$ cat config.mk
export PLATFORM = sky130hd
export DESIGN_NAME = multi_clk_divider
export DESIGN_NICKNAME = d
export VERILOG_FILES = /design/src/rtl/multi_clk_divider_pkg.sv /design/src/rtl/multi_clk_divider_channel.sv /design/src/rtl/multi_clk_divider.sv
export SDC_FILE = /design/constraint.sdc
export NUM_CORES = 1
export LEC_CHECK = 0
export CAP_MARGIN = 5
export CORE_UTILIZATION = 30
export CTS_BUF_LIST = sky130_fd_sc_hd__clkbuf_2
export DETAILED_ROUTE_END_ITERATION = 10
export PLACE_DENSITY_LB_ADDON = 0.1
export SETUP_SLACK_MARGIN = 0.05
export SYNTH_ARGS = -nofsm -noshare
export SYNTH_HDL_FRONTEND = slang
export SYNTH_SLANG_ARGS = --single-unit
$ cat constraint.sdc
create_clock -name clk_100MHz -period 3.7 [get_ports clk_100MHz]
set_input_delay 0.37 -clock clk_100MHz [delete_from_list [all_inputs] [get_ports clk_100MHz]]
set_output_delay 0.37 -clock clk_100MHz [all_outputs]
set_load 0.005 [all_outputs]
$ cat src/rtl/multi_clk_divider_pkg.sv
// Shared definitions for the multi-channel clock-enable / tick generator:
// channel-index width, channel limit, common 100 MHz half-periods and the
// per-channel action encoding.
package multi_clk_divider_pkg;

  localparam int CH_IDX_W = 4;
  localparam int MAX_CH   = 16;

  // Half-period values H for a 100 MHz clock (period = 2*(H+1) clocks)
  localparam int HALF_1HZ  = 49_999_999;
  localparam int HALF_10HZ = 4_999_999;
  localparam int HALF_1KHZ = 49_999;

  // What a channel does on the coming clock edge, highest priority first
  typedef enum logic [1:0] {
    CH_SYNC     = 2'd0,
    CH_DISABLED = 2'd1,
    CH_WRAP     = 2'd2,
    CH_COUNT    = 2'd3
  } ch_act_e;

endpackage

$ cat src/rtl/multi_clk_divider_channel.sv
// One divider channel: counter, active/pending half-period, square output
// and rising-edge tick. New half-periods are staged in pending_half and only
// become active at a wrap, a sync or while disabled, so no runt pulses occur.
module div_channel
  import multi_clk_divider_pkg::*;
#(
  parameter int CNT_W        = 26,
  parameter int DEFAULT_HALF = HALF_1HZ
) (
  input  logic             clk_100MHz,
  input  logic             reset,
  input  logic             ch_en,
  input  logic             sync,
  input  logic             wr_en,
  input  logic [CNT_W-1:0] wr_half,
  output logic             clk_out,
  output logic             tick
);

  localparam logic [CNT_W-1:0] DEF_H = CNT_W'(DEFAULT_HALF);

  logic [CNT_W-1:0] cnt;
  logic [CNT_W-1:0] active_half;
  logic [CNT_W-1:0] pending_half;
  logic [CNT_W-1:0] pend_nxt;
  ch_act_e          act;

  // Select this cycle's action and the pending value including a same-cycle write
  always_comb begin
    pend_nxt = wr_en ? wr_half : pending_half;
    act      = CH_COUNT;
    if (sync)                     act = CH_SYNC;
    else if (!ch_en)              act = CH_DISABLED;
    else if (cnt == active_half)  act = CH_WRAP;
  end

  // Counter, half-period registers and registered outputs
  always_ff @(posedge clk_100MHz) begin
    if (reset) begin
      cnt          <= '0;
      clk_out      <= 1'b0;
      tick         <= 1'b0;
      active_half  <= DEF_H;
      pending_half <= DEF_H;
    end else begin
      pending_half <= pend_nxt;
      case (act)
        CH_SYNC: begin
          cnt         <= '0;
          clk_out     <= 1'b0;
          tick        <= 1'b0;
          active_half <= pend_nxt;
        end
        CH_DISABLED: begin
          cnt         <= '0;
          clk_out     <= 1'b0;
          tick        <= 1'b0;
          active_half <= pending_half;
        end
        CH_WRAP: begin
          cnt         <= '0;
          clk_out     <= ~clk_out;
          tick        <= ~clk_out;
          active_half <= pending_half;
        end
        default: begin
          cnt  <= cnt + 1'b1;
          tick <= 1'b0;
        end
      endcase
    end
  end

endmodule

$ cat src/rtl/multi_clk_divider.sv
// N-channel clock-enable / tick generator on the 100 MHz board clock.
// Decodes configuration writes to one channel and replicates div_channel.
module multi_clk_divider
  import multi_clk_divider_pkg::*;
#(
  parameter int NUM_CH       = 4,
  parameter int CNT_W        = 26,
  parameter int DEFAULT_HALF = HALF_1HZ
) (
  input  logic                clk_100MHz,
  input  logic                reset,
  input  logic [NUM_CH-1:0]   ch_en,
  input  logic                sync,
  input  logic                wr_en,
  input  logic [CH_IDX_W-1:0] wr_ch,
  input  logic [CNT_W-1:0]    wr_half,
  output logic [NUM_CH-1:0]   clk_out,
  output logic [NUM_CH-1:0]   tick
);

  if (NUM_CH < 1 || NUM_CH > MAX_CH) begin : g_bad_num_ch
    $error("multi_clk_divider: NUM_CH must be in 1..16");
  end

  logic [NUM_CH-1:0] wr_sel;

  // One-hot write select; indices beyond the last channel select nothing
  always_comb begin
    wr_sel = '0;
    for (int i = 0; i < NUM_CH; i++) begin
      wr_sel[i] = wr_en && (int'(wr_ch) == i);
    end
  end

  for (genvar g = 0; g < NUM_CH; g++) begin : g_ch
    div_channel #(
      .CNT_W        (CNT_W),
      .DEFAULT_HALF (DEFAULT_HALF)
    ) u_ch (
      .clk_100MHz (clk_100MHz),
      .reset      (reset),
      .ch_en      (ch_en[g]),
      .sync       (sync),
      .wr_en      (wr_sel[g]),
      .wr_half    (wr_half),
      .clk_out    (clk_out[g]),
      .tick       (tick[g])
    );
  end

endmodule
==> qor.txt, run 1 <==
Status - finished clean
CTS max path bufs - 3
Drt pass-1 iters - 4
RR Startpoint - g_ch[3].u_ch.cnt[18]
First-pass GRT wire length - 73,840 um
DPL Wire Length - 30,130 um
DR WL/cell - 18.29 um
Kind of critical path - reg2reg
FP Rows - 82
Clock Sinks - 320
Post-Synthesis Cell Area - 15,290 sq um
Family with the most delay on the worst path - simple AND/OR/NAND/NOR gates
Bufs and invs on worst path - 0
Pwr Density - 392.9 nW/um^2
Worst skew pair latency - 1.02 ns
CP max FO - 25
Die area - 51,890 sq um
Min-delay src - wr_half[17]
Die height - 227.8 um
Final Setup Violations - 0
Slew @ Worst Pin - 1.182 ns
Dpl cell area - 16,120 sq um
DRC - 0
Global route overflow - 0
Layout area overhead - 10.83%
Hold WC Path Type - in2reg
TritonCTS buffer count - 95
Register area share after synthesis - 41.88%
Core ar. - 50,270 sq um
Detailed Route Iter0 Violations - 735
Fin Hold WS - 0.3114 ns
CP max-delay cell - or3_1
Via count - 13,090
TritonCTS clock tree - built
Max-Cap Viols - 0
R2R depth - 7
Io pins - 46
Worst path cell trace - xnor2_1, nand4_1, nor4_1, a41oi_1, ha_2, or3_1, a21oi_1
Most frequent cells in the layout - dfxtp_1, nand2_1, clkbuf_2
Vias in the first global route - 12,420
Period utilisation layout - 87.75%
Die Wd - 227.8 um
Number of nets in the layout - 1,896
CP endpoint kind - register
Setup TNS - 0 ns
RD Place Congestion - 0.7579
Port bufs - 45
Max_slew headroom - 21.23%
RSZ-0062 raised after global routing - false
Hold path cells - 3
Worst setup SP type - register
Synth Register Bits - 320
Fillcell total - 5,390
Final hold vios - 0
Synth Net Count - 1,904
Worst EP required - 4.60 ns
Worst-path clk slew - 0.11 ns
Largest net degree at the start of global routing - 154
Setup Skew - 0.04635 ns
Multi-input gate area - 8039 sq um
Syn Area/Cell - 8.267 sq um
Total track usage - 18.10%
Cts hold-fix bufs - 1
Minimum clock period - 3.247 ns
R2R setup slack - 0.45 ns
Root Buffer - clkbuf_2
Number of antenna violations at the first check in global routing - 1
Register area - 6406 sq um
Peak supply drop - 0.0001539 V
Total Routed Length - 47,200 um
Yosys warnings - 0
Share of cells above drive strength 1 - 10.07%
Postcts setup bufs - 0
Antenna Violating Nets Remaining - 0
Crit-path max cell delay - 0.78 ns
Initial Utilization - 30.42%
Tot Pwr - 0.006660 W
Syn Inst Count - 1,850
H-tree Lvls - 3
Synth unique cells - 45
Final instance area - 16,950 sq um
PostCTS Resize Cnt - 0
Fmax - 308.0 MHz
R2r endpoint - g_ch[3].u_ch.cnt[21]
Layout Utilization - 33.72%
Most common cell after layout, fill and taps aside - dfxtp_1
WP data arrival - 4.14 ns
Final Max Slew Viols - 0
Worst Hold End - g_ch[1].u_ch.pending_half[17]
Lkg Pwr - 5.631 nW
Vias per cell - 5.072
==> cells by family (layout without fill, tap and decap cells) <==
logic type	Yosys count	after routing	share of synthesized area, %
simple gates	942	942	33.72
flops	320	320	41.88
buf+inv	212	269	5.661
compound gates	209	209	8.778
xor+xnor	151	151	8.647
fa+ha+maj	16	16	1.309
other cells	0	2	0
==> worst reg2reg max path, stage by stage (launching register included) <==
cell and delay, ns:
dfxtp_1 0.53, xnor2_1 0.17, nand4_1 0.16, nor4_1 0.65, a41oi_1 0.22, ha_2 0.37, or3_1 0.78, a21oi_1 0.26
==> per-layer routing <==
metal / track usage, % / share of wire [%]
met4: 6.018 / 1.8
met1: 25.51 / 50
met5: 0 / 0
met2: 27.68 / 44
met3: 3.200 / 3.9
==> per-stage QoR <==
stage / std cells / setup WS (ns)
after floorplan: 1850 / 0.9844
after global placement: 2416 / 0.4316
after detailed placement: 2416 / 0.4477
after CTS: 2579 / 0.5471
after global routing: 2580 / 0.2657
final: 2581 / 0.4534
==> layout make-up <==
type	instances	area share, %
clock inverter	18	0.5610
clock buffer	144	4.252
timing repair buffer	76	4.296
multi-input combinational	1318	47.42
sequential	320	37.79
tap	672	4.960
antenna	2	0.02952
inverter	31	0.6864
==> report_power, final <==
part           internal (W)  switching [W]
Combinational      0.000155       0.000296
Clock               0.00109        0.00159
Sequential          0.00350      0.0000420
Total               0.00474        0.00192
==> cell usage after synthesis (all sizes together) <==
cell type / number / area [sq um]
and3: 26 / 162.7
nor3: 139 / 695.7
a41oi: 4 / 35.03
nor3b: 79 / 598.1
a31oi: 2 / 12.51
nor2: 64 / 240.2
or4: 23 / 172.7
inv: 31 / 116.4
a21oi: 82 / 410.4
or3: 27 / 168.9
or4b: 3 / 30.03
o31ai: 16 / 120.1
a21bo: 1 / 10.01
and4bb: 1 / 12.51
o21ai: 26 / 130.1
nand2: 256 / 960.9
nor4b: 1 / 8.760
nand2b: 2 / 12.51
a31o: 3 / 26.28
and4: 9 / 80.08
buf: 18 / 115.1
a2111oi: 16 / 140.1
and2: 9 / 56.30
dfxtp: 320 / 6406
nand4b: 2 / 17.52
and3b: 1 / 8.760
a211oi: 52 / 390.4
o211ai: 1 / 7.510
xor2: 62 / 543.0
ha: 16 / 200.2
nor2b: 21 / 131.4
clkbuf: 163 / 634.4
a41o: 6 / 60.06
xnor2: 89 / 779.5
nor4: 129 / 807.0
nand3b: 75 / 563.0
nand3: 35 / 180.2
nand4: 40 / 250.2
==> sequential cells by signal (all words and copies together), names as in the netlist <==
register	flops
g_ch.u_ch.clk_out	4
g_ch.u_ch.pending_half	104
g_ch.u_ch.active_half	104
g_ch.u_ch.tick	4
g_ch.u_ch.cnt	104
==> worst max path at each step <==
stage               cells after the start                           end            startpoint
detailed placement                      7          g_ch[3].u_ch.cnt[15]              ch_en[3]
finish                                  7          g_ch[3].u_ch.cnt[21]  g_ch[3].u_ch.cnt[18]
global route                            7          g_ch[3].u_ch.cnt[18]  g_ch[3].u_ch.cnt[18]
floorplan                              11  g_ch[3].u_ch.active_half[18]  g_ch[3].u_ch.cnt[18]
CTS                                     7          g_ch[3].u_ch.cnt[21]  g_ch[3].u_ch.cnt[18]
global placement                        7          g_ch[3].u_ch.cnt[15]              ch_en[3]
(Power assumes the default switching activity.)
==> run 2, diff against run 1 <==
ABC_AREA = 1   (was unset)
==> qor.txt, run 2 <==
Syn Area/Cell - 6.422 sq um
Number of antenna violations at the first check in global routing - 3
Minimum clock period - 2.939 ns
Main synth FF type - dfxtp_1
Total Routed Length - 53,610 um
Post-synth ARST share - 0%
Share of cells above drive strength 1 - 8.798%
R2R depth - 14
Final Max Slew Viols - 0
TritonCTS clock tree - built
Die Wd - 237.4 um
Most common cell after layout, fill and taps aside - nand2_1
Final hold vios - 0
PostCTS Resize Cnt - 0
Synth unique cells - 39
Number of nets in the layout - 2,708
Synth Net Count - 2,642
Fin Hold WS - 0.1765 ns
Io pins - 46
Final Setup Violations - 0
Detailed Route Iter0 Violations - 1,112
Worst-path clk slew - 0.10 ns
Register area share after synthesis - 38.55%
Peak supply drop - 0.0001953 V
Largest net degree at the start of global routing - 71
Sw frac - 30.97%
Max-Cap Viols - 0
DRC - 0
Port bufs - 45
Setup Skew - 0.04730 ns
Postcts setup bufs - 0
CTS max path bufs - 3
Period utilisation layout - 79.44%
Die area - 56,340 sq um
Largest cells by area after synthesis - dfxtp_1, nand2_1, nor2_1
Internal power - 0.004804 W
Pwr Density - 377.5 nW/um^2
Initial Utilization - 30.64%
Hold WC Path Type - in2reg
Clock Sinks - 320
Vias in the first global route - 14,760
Vias per cell - 4.609
RD Place Congestion - 0.8510
Fillcell total - 6,052
FP Rows - 85
Most frequent cells after synthesis - nand2_1, nor2_1, inv_1
Power share of the combinational group - 9.2%
First-pass GRT wire length - 83,680 um
Hold path cells - 3
Global route overflow - 0
Cell count after placement - 3,252
Kind of critical path - reg2reg
DR WL/cell - 15.65 um
Cts hold-fix bufs - 1
Top cell type's share of synthesized area - 38.55%
Worst EP required - 4.62 ns
Max_slew headroom - 54.55%
Post-synth top area cell - dfxtp_1
Antenna Violating Nets Remaining - 0
Lkg Pwr - 7.995 nW
Syn Inst Count - 2,588
Slew @ Worst Pin - 0.6818 ns
WP data arrival - 3.86 ns
Most frequent cell after synthesis - nand2_1
TritonCTS buffer count - 95
Biggest regs - g_ch.u_ch.active_half (104), g_ch.u_ch.cnt (104), g_ch.u_ch.pending_half (104)
CP max FO - 27
Worst skew pair latency - 1.04 ns
Sw power - 0.002156 W
Most frequent cells in the layout - nand2_1, nor2_1, inv_1
Synth Register Bits - 320
Root Buffer - clkbuf_2
Clock power share - 39.2%
Status - finished clean
Die height - 237.4 um
Post-synth EDFFs - 0
Total track usage - 19.14%
Layout area overhead - 10.94%
H-tree Lvls - 3
Setup TNS - 0 ns
Post-Synthesis Cell Area - 16,620 sq um
Reg power frac - 51.6%
Drt pass-1 iters - 5
Worst setup SP type - register
Fmax - 340.2 MHz
RSZ-0062 raised after global routing - false
Via count - 15,790
Core ar. - 54,240 sq um
Fin cells - 3,426
DPL Wire Length - 37,630 um
CP endpoint kind - register
Yosys warnings - 0
run 2: cell count changes in the layout (fill, tap and decap cells not counted), sizes merged, moves of 54 or more:
cell / change
a21oi: +54
inv: +301
nand2: +460
nand3: +94
nand3b: -68
nor2: +356
nor3: -127
nor3b: -79
nor4: -129
o21ai: +237
or2: +72
xnor2: -83
run 2: cells by family (layout without fill, tap and decap cells):
logic type / after synthesis / after routing / synth area share (%)
other: 0 / 2 / 0
XOR/XNOR: 19 / 19 / 1.001
flip-flops: 320 / 320 / 38.55
adder cells (fa/ha/maj): 16 / 16 / 1.205
AO/OA/AOI/OAI: 424 / 424 / 13.46
AND/OR/NAND/NOR: 1374 / 1374 / 34.95
buffers and inverters: 435 / 575 / 10.84
run 2: metal layers:
| layer | vias to the layer above | GRT usage, % | wire length (um) |
|---|---|---|---|
| met4 | 0 | 6.022 | 1328 |
| met2 | 297 | 30.00 | 23750 |
| li1 | 8253 | - | - |
| met3 | 110 | 3.739 | 2324 |
| met1 | 7132 | 26.33 | 26210 |
| met5 | - | 0 | 0 |
run 2: worst max-delay path: stages (launching register included):
cell     delay (ns)
dfxtp_1        0.45
inv_1          0.13
nand2_1        0.07
nand2_1        0.04
nor2_1         0.24
nand2_1        0.10
nor2_1         0.11
nand2_1        0.12
nor2_1         0.12
nor2_1         0.05
ha_1           0.32
buf_4          0.25
nor3_4         0.41
inv_2          0.25
nor3_1         0.18
run 2: per-stage QoR:
stage | area [sq um] | util (%) | setup WS (ns) | total power (W)
final | 18440 | 33.99 | 0.7607 | 0.006960
after global routing | 18440 | 33.99 | 0.3682 | 0.007400
after CTS | 18430 | 33.98 | 0.7775 | 0.007117
after detailed placement | 17580 | 32.41 | 0.7361 | 0.004319
after global placement | 17580 | 32.41 | 0.7567 | 0.004315
after floorplan | 16620 | - | 1.546 | 0.004055
run 2: final timing paths:
| path | from | to | slack [ns] |
|---|---|---|---|
| min reg2reg | g_ch[0].u_ch.cnt[24] | g_ch[0].u_ch.cnt[24] | 0.48 |
| max reg2reg | g_ch[3].u_ch.cnt[21] | g_ch[3].u_ch.cnt[2] | 0.76 |
| min | wr_half[18] | g_ch[2].u_ch.pending_half[18] | 0.18 |
| max | g_ch[3].u_ch.cnt[21] | g_ch[3].u_ch.cnt[2] | 0.76 |
run 2: layout make-up:
type / instances / area [sq um] / area share (%)
clock inverter: 31 / 142.6 / 0.7736
tap: 696 / 870.8 / 4.723
antenna: 2 / 5.005 / 0.02714
timing repair buffer: 69 / 643.1 / 3.488
sequential: 320 / 6406 / 34.74
inverter: 335 / 1257 / 6.820
clock buffer: 140 / 700.7 / 3.800
multi-input combinational: 1833 / 8412 / 45.62
run 2: power groups by stage:
stage          clock (W)  combinational [W]  sequential, W
6_report         0.00273           0.000641        0.00359
5_1_grt          0.00307           0.000721        0.00361
4_1_cts          0.00287           0.000649        0.00359
3_5_place_dp           0           0.000645        0.00367
3_3_place_gp           0           0.000642        0.00367
2_1_floorplan          0           0.000409        0.00365
